### src/rtl/pipe_stall_ctrl_if.sv
// Pipeline-control bundle between the core's stage logic (master) and the
// central stall/flush sequencer (slave).
interface pipe_stall_ctrl_if #(
    parameter int CNT_W = 8
);
    logic             stallreq_id;
    logic             stallreq_ex;
    logic             stallreq_mem;
    logic             flush_req;
    logic [31:0]      flush_pc_i;
    logic [5:0]       stall;
    logic             flush;
    logic [31:0]      new_pc;
    logic             flush_pending;
    logic [CNT_W-1:0] stall_cnt;
    logic             timeout;

    modport master (
        output stallreq_id, stallreq_ex, stallreq_mem, flush_req, flush_pc_i,
        input  stall, flush, new_pc, flush_pending, stall_cnt, timeout
    );

    modport slave (
        input  stallreq_id, stallreq_ex, stallreq_mem, flush_req, flush_pc_i,
        output stall, flush, new_pc, flush_pending, stall_cnt, timeout
    );
endinterface

### src/rtl/pipe_stall_ctrl.sv
// Central stall/flush sequencer for the 6-stage core: merges stage stall
// requests, defers exception flushes behind bus waits, and watches for hangs.
module pipe_stall_ctrl #(
    parameter int MAX_STALL = 200,
    parameter int CNT_W     = 8
) (
    input  logic               clk,
    input  logic               rst,
    pipe_stall_ctrl_if.slave   bus
);
    typedef enum logic [1:0] {
        RUN   = 2'd0,
        PEND  = 2'd1,
        FLUSH = 2'd2
    } state_t;

    localparam logic [CNT_W-1:0] CNT_SAT = {CNT_W{1'b1}};
    localparam logic [CNT_W-1:0] CNT_MAX = CNT_W'(MAX_STALL);

    state_t           state_q;
    logic             flush_q;
    logic             pend_q;
    logic [31:0]      new_pc_q;
    logic [CNT_W-1:0] cnt_q;
    logic [CNT_W-1:0] cnt_d;
    logic             timeout_q;
    logic [5:0]       stall_vec;

    // Deeper stalls freeze every earlier stage as well; a flush cycle overrides all.
    always_comb begin
        stall_vec = 6'b000000;
        if (state_q != FLUSH) begin
            if (bus.stallreq_mem)      stall_vec = 6'b011111;
            else if (bus.stallreq_ex)  stall_vec = 6'b001111;
            else if (bus.stallreq_id)  stall_vec = 6'b000111;
        end
    end

    always_ff @(posedge clk) begin
        if (rst) begin
            state_q  <= RUN;
            flush_q  <= 1'b0;
            pend_q   <= 1'b0;
            new_pc_q <= 32'd0;
        end else begin
            case (state_q)
                RUN: begin
                    if (bus.flush_req) begin
                        new_pc_q <= bus.flush_pc_i;
                        if (bus.stallreq_mem) begin
                            state_q <= PEND;
                            flush_q <= 1'b0;
                            pend_q  <= 1'b1;
                        end else begin
                            state_q <= FLUSH;
                            flush_q <= 1'b1;
                            pend_q  <= 1'b0;
                        end
                    end else begin
                        flush_q <= 1'b0;
                        pend_q  <= 1'b0;
                    end
                end
                PEND: begin
                    // The memory access is allowed to finish before the flush is issued.
                    if (!bus.stallreq_mem) begin
                        state_q <= FLUSH;
                        flush_q <= 1'b1;
                        pend_q  <= 1'b0;
                    end
                end
                FLUSH: begin
                    state_q <= RUN;
                    flush_q <= 1'b0;
                    pend_q  <= 1'b0;
                end
                default: begin
                    state_q <= RUN;
                    flush_q <= 1'b0;
                    pend_q  <= 1'b0;
                end
            endcase
        end
    end

    always_comb begin
        cnt_d = '0;
        if (stall_vec != 6'b000000) begin
            cnt_d = (cnt_q == CNT_SAT) ? cnt_q : cnt_q + 1'b1;
        end
    end

    always_ff @(posedge clk) begin
        if (rst) begin
            cnt_q     <= '0;
            timeout_q <= 1'b0;
        end else begin
            cnt_q <= cnt_d;
            if (cnt_d == CNT_MAX) timeout_q <= 1'b1;
        end
    end

    assign bus.stall         = stall_vec;
    assign bus.flush         = flush_q;
    assign bus.flush_pending = pend_q;
    assign bus.new_pc        = new_pc_q;
    assign bus.stall_cnt     = cnt_q;
    assign bus.timeout       = timeout_q;
endmodule

### src/flat_wrapper.sv
// flat-port wrapper written by rule: the top's interface ports become plain ports
module pipe_stall_ctrl_flat 
#(
    parameter int MAX_STALL = 200,
    parameter int CNT_W     = 8
)
  (clk, rst, bus_stallreq_id, bus_stallreq_ex, bus_stallreq_mem, bus_flush_req, bus_flush_pc_i, bus_stall, bus_flush, bus_new_pc, bus_flush_pending, bus_stall_cnt, bus_timeout);
  pipe_stall_ctrl_if #(.CNT_W(CNT_W)) bus_i ();
  input  logic clk;
  input  logic rst;
  input wire logic [$bits(bus_i.stallreq_id)-1:0] bus_stallreq_id;
  input wire logic [$bits(bus_i.stallreq_ex)-1:0] bus_stallreq_ex;
  input wire logic [$bits(bus_i.stallreq_mem)-1:0] bus_stallreq_mem;
  input wire logic [$bits(bus_i.flush_req)-1:0] bus_flush_req;
  input wire logic [$bits(bus_i.flush_pc_i)-1:0] bus_flush_pc_i;
  output wire logic [$bits(bus_i.stall)-1:0] bus_stall;
  output wire logic [$bits(bus_i.flush)-1:0] bus_flush;
  output wire logic [$bits(bus_i.new_pc)-1:0] bus_new_pc;
  output wire logic [$bits(bus_i.flush_pending)-1:0] bus_flush_pending;
  output wire logic [$bits(bus_i.stall_cnt)-1:0] bus_stall_cnt;
  output wire logic [$bits(bus_i.timeout)-1:0] bus_timeout;
  assign bus_i.stallreq_id = bus_stallreq_id;
  assign bus_i.stallreq_ex = bus_stallreq_ex;
  assign bus_i.stallreq_mem = bus_stallreq_mem;
  assign bus_i.flush_req = bus_flush_req;
  assign bus_i.flush_pc_i = bus_flush_pc_i;
  assign bus_stall = bus_i.stall;
  assign bus_flush = bus_i.flush;
  assign bus_new_pc = bus_i.new_pc;
  assign bus_flush_pending = bus_i.flush_pending;
  assign bus_stall_cnt = bus_i.stall_cnt;
  assign bus_timeout = bus_i.timeout;
  pipe_stall_ctrl #(.MAX_STALL(MAX_STALL), .CNT_W(CNT_W)) u_core (.clk(clk), .rst(rst), .bus(bus_i));
endmodule
### config.mk
export PLATFORM = sky130hd
export DESIGN_NAME = pipe_stall_ctrl_flat
export DESIGN_NICKNAME = d
export VERILOG_FILES = /design/src/rtl/pipe_stall_ctrl_if.sv /design/src/rtl/pipe_stall_ctrl.sv /design/src/flat_wrapper.sv
export SDC_FILE = /design/constraint.sdc
export NUM_CORES = 1
export LEC_CHECK = 0
export BUFFER_PORTS_ARGS = -buffer_cell sky130_fd_sc_hd__buf_2
export CAP_MARGIN = 20
export CORE_MARGIN = 10
export CORE_UTILIZATION = 45
export DETAILED_ROUTE_END_ITERATION = 16
export PLACE_DENSITY = 0.82
export SLEW_MARGIN = 20
export SYNTH_ARGS = -nofsm -noshare
export SYNTH_HDL_FRONTEND = slang
export SYNTH_SLANG_ARGS = --single-unit
### constraint.sdc
create_clock -name clk -period 1.9 [get_ports clk]
set_input_delay 0.285 -clock clk [delete_from_list [all_inputs] [get_ports clk]]
set_output_delay 0.285 -clock clk [all_outputs]
set_load 0.05 [all_outputs]
==> metrics.txt <==
clk sinks=45; Cell Pwr Density=932.8 mW/mm^2; mux share of post-synthesis cell area=0.005567; CP Max Fanout=8; ys flop type=dfxtp_1; Die H=83.21 um; fmax=603.4 MHz; drc violations=0; Synth Area in Simple Gates=0.2763; GRT Total Usage=0.1308; Hold WC Path Type=input port to flop; Syn-to-layout area delta=31.18%; synth warn=0; clock slew at reported path FFs=0.08 ns; dpl cells=342; CTS tree=done; fin crit period=1.657 ns; initial core utilization=0.4768; final hold violations=0; Post-CTS Hold Buffers=0; clock root cell=clkbuf_8; remaining global-route overflow=0; Mapped Cells=220; Adder-Cell Fraction of Synth Area=0.006959; switching power=659.4 uW; Crit. End Element=flop; die width=83.21 um; RSZ-0062 raised after global routing=false; Post-CTS Setup Bufs=0; Synth area leader=dfxtp_1; Setup Skew=0.002564 ns; total CTS buffers=5; outcome=finished clean; vias in the first global route=1,638; number of synthesized flops with an enable pin=0; count leader, synth=nand2_1; Max Cap Violations=0; Seq cells post-synth=45; cell-internal power=1541 uW; Async S/R FF share, synth=0; CP Class=flop to flop; startpoint types=flop; worst vdd ir=495.3 uV; Sw Ratio=0.2997; Netlist Area Pre-Place=0.001798 mm^2; Synth top area share=0.5010; Req. time, crit path=2.12 ns; # fillers=360; final cell count without fillers=350; Final Max Slew Viols=0; commonest cells in the synthesized netlist=nand2_1, dfxtp_1, a21oi_1; Longest Clk Path Bufs=2; number of port buffers=85; layout cell share with drive strength beyond 1=0.3510; leakage power=0.001140 uW; First-pass DRT Iterations=4; Final #Nets=340; Routed WL per cell=13.52 um; Clk network pwr share=0.331; Post-Synth XOR/XNOR Area=0.004871; Area contributors post-synth=dfxtp_1, nand2_1, a21oi_1; largest family of logic cells by synthesized area=simple AND/OR/NAND/NOR gates; vias=1,739; I/O pins=87; Logic pwr share=0.203; first-pass GRT wire length=7762 um; core area=0.003771 mm^2; hpwl dp=3639 um; htree depth=2; PostCTS Resize Cnt=0; Skew-Pair Late Insertion Delay=0.29 ns; row cnt=22; Yosys cell types=42; DIE AREA=0.006924 mm^2; Compound-Gate Fraction of Synth Area=0.1538; Mapped Nets=259; pin count of the biggest net entering global routing=38; post-synthesis sequential area ratio=0.5010; gpl congestion=0.7999; Reg power frac=0.466; Arr. time, crit path=1.87 ns; n_diodes=0; DR vias/cell=4.969; synthesized area per cell=8.173 um^2; endpoints failing setup=0; Setup TNS=0 ns; initial antenna violation count=0; period utilization=0.8723; DR iter-0 viols=57; ANT nets after route=0; routed wire length=4732 um
## per-stage QoR
stage	hold slack (ns)	area (um^2)	setup WS (ns)	util	total power (uW)
2_1_floorplan	0.3637	1800	0.07679	-	1376
3_3_place_gp	0.4384	2242	0.3304	0.5946	1493
3_5_place_dp	0.4445	2242	0.2728	0.5946	1500
4_1_cts	0.1873	2359	0.2174	0.6254	2238
5_1_grt	0.2015	2359	0.07140	0.6254	2316
6_report	0.2002	2359	0.2426	0.6254	2200
## registers in the layout, indices dropped and copies added (netlist names)
name,cells
u_core.bus.flush,1
u_core.bus.stall_cnt,8
u_core.bus.timeout,1
u_core.bus.new_pc,32
u_core.state_q,2
u_core.bus.flush_pending,1
## worst paths after layout
| check | startpoint | end | slack (ns) | cells after the start |
|---|---|---|---|---|
| setup / recovery | u_core.bus.stall_cnt[0] | u_core.bus.stall_cnt[3] | 0.24 | 5 |
| hold / removal | bus_stallreq_mem | u_core.state_q[1] | 0.20 | 2 |
| setup reg to reg | u_core.bus.stall_cnt[0] | u_core.bus.stall_cnt[3] | 0.24 | 5 |
| hold reg to reg | u_core.bus.new_pc[27] | u_core.bus.new_pc[27] | 0.45 | 2 |
## critical path: stages (launching register included)
cell and delay (ns):
dfxtp_2 0.40, ha_1 0.27, and2_1 0.27, nand3_1 0.24
and3_1 0.25, nor3_1 0.15
## metal layers
metal	wire length, um	vias up	track usage
met5	0	-	0
met4	33	0	0.03692
met3	679	4	0.09375
met2	2243	65	0.2018
met1	1776	775	0.1390
li1	-	895	-
## area by class of cell
cell class                 count  area, um^2  share of cell area
sequential                    45       903.4              0.3830
multi-input combinational    157       808.3              0.3427
timing repair buffer          90       462.9              0.1963
clock buffer                   7       86.33             0.03660
tap                           48       60.06             0.02546
clock inverter                 1       30.03             0.01273
inverter                       2       7.507            0.003183
## kinds of logic after synthesis
kind of cell | after synthesis
compound gates | 47
xor+xnor | 1
fa+ha+maj | 1
buf+inv | 18
flops | 45
mux | 1
other cells | 1
simple gates | 106
## power groups by stage
stage	logic, uW	registers [uW]	clock network [uW]
after CTS	453	1030	759
after global placement	449	1040	0
after global routing	483	1030	798
after floorplan	161	1220	0
final	446	1030	728
after detailed placement	452	1050	0
## placed cells by master, fill, tap and decap left out, types with 2 or more instances in the layout
cell / count
a21o_1: 2
a21oi_1: 35
and2_1: 4
and4_1: 2
buf_2: 85
buf_4: 5
clkbuf_8: 6
dfxtp_1: 43
dfxtp_2: 2
inv_1: 2
nand2_1: 68
nand3_1: 2
nor2_1: 12
nor3_1: 4
nor4_1: 2
(Power assumes the default switching activity.)
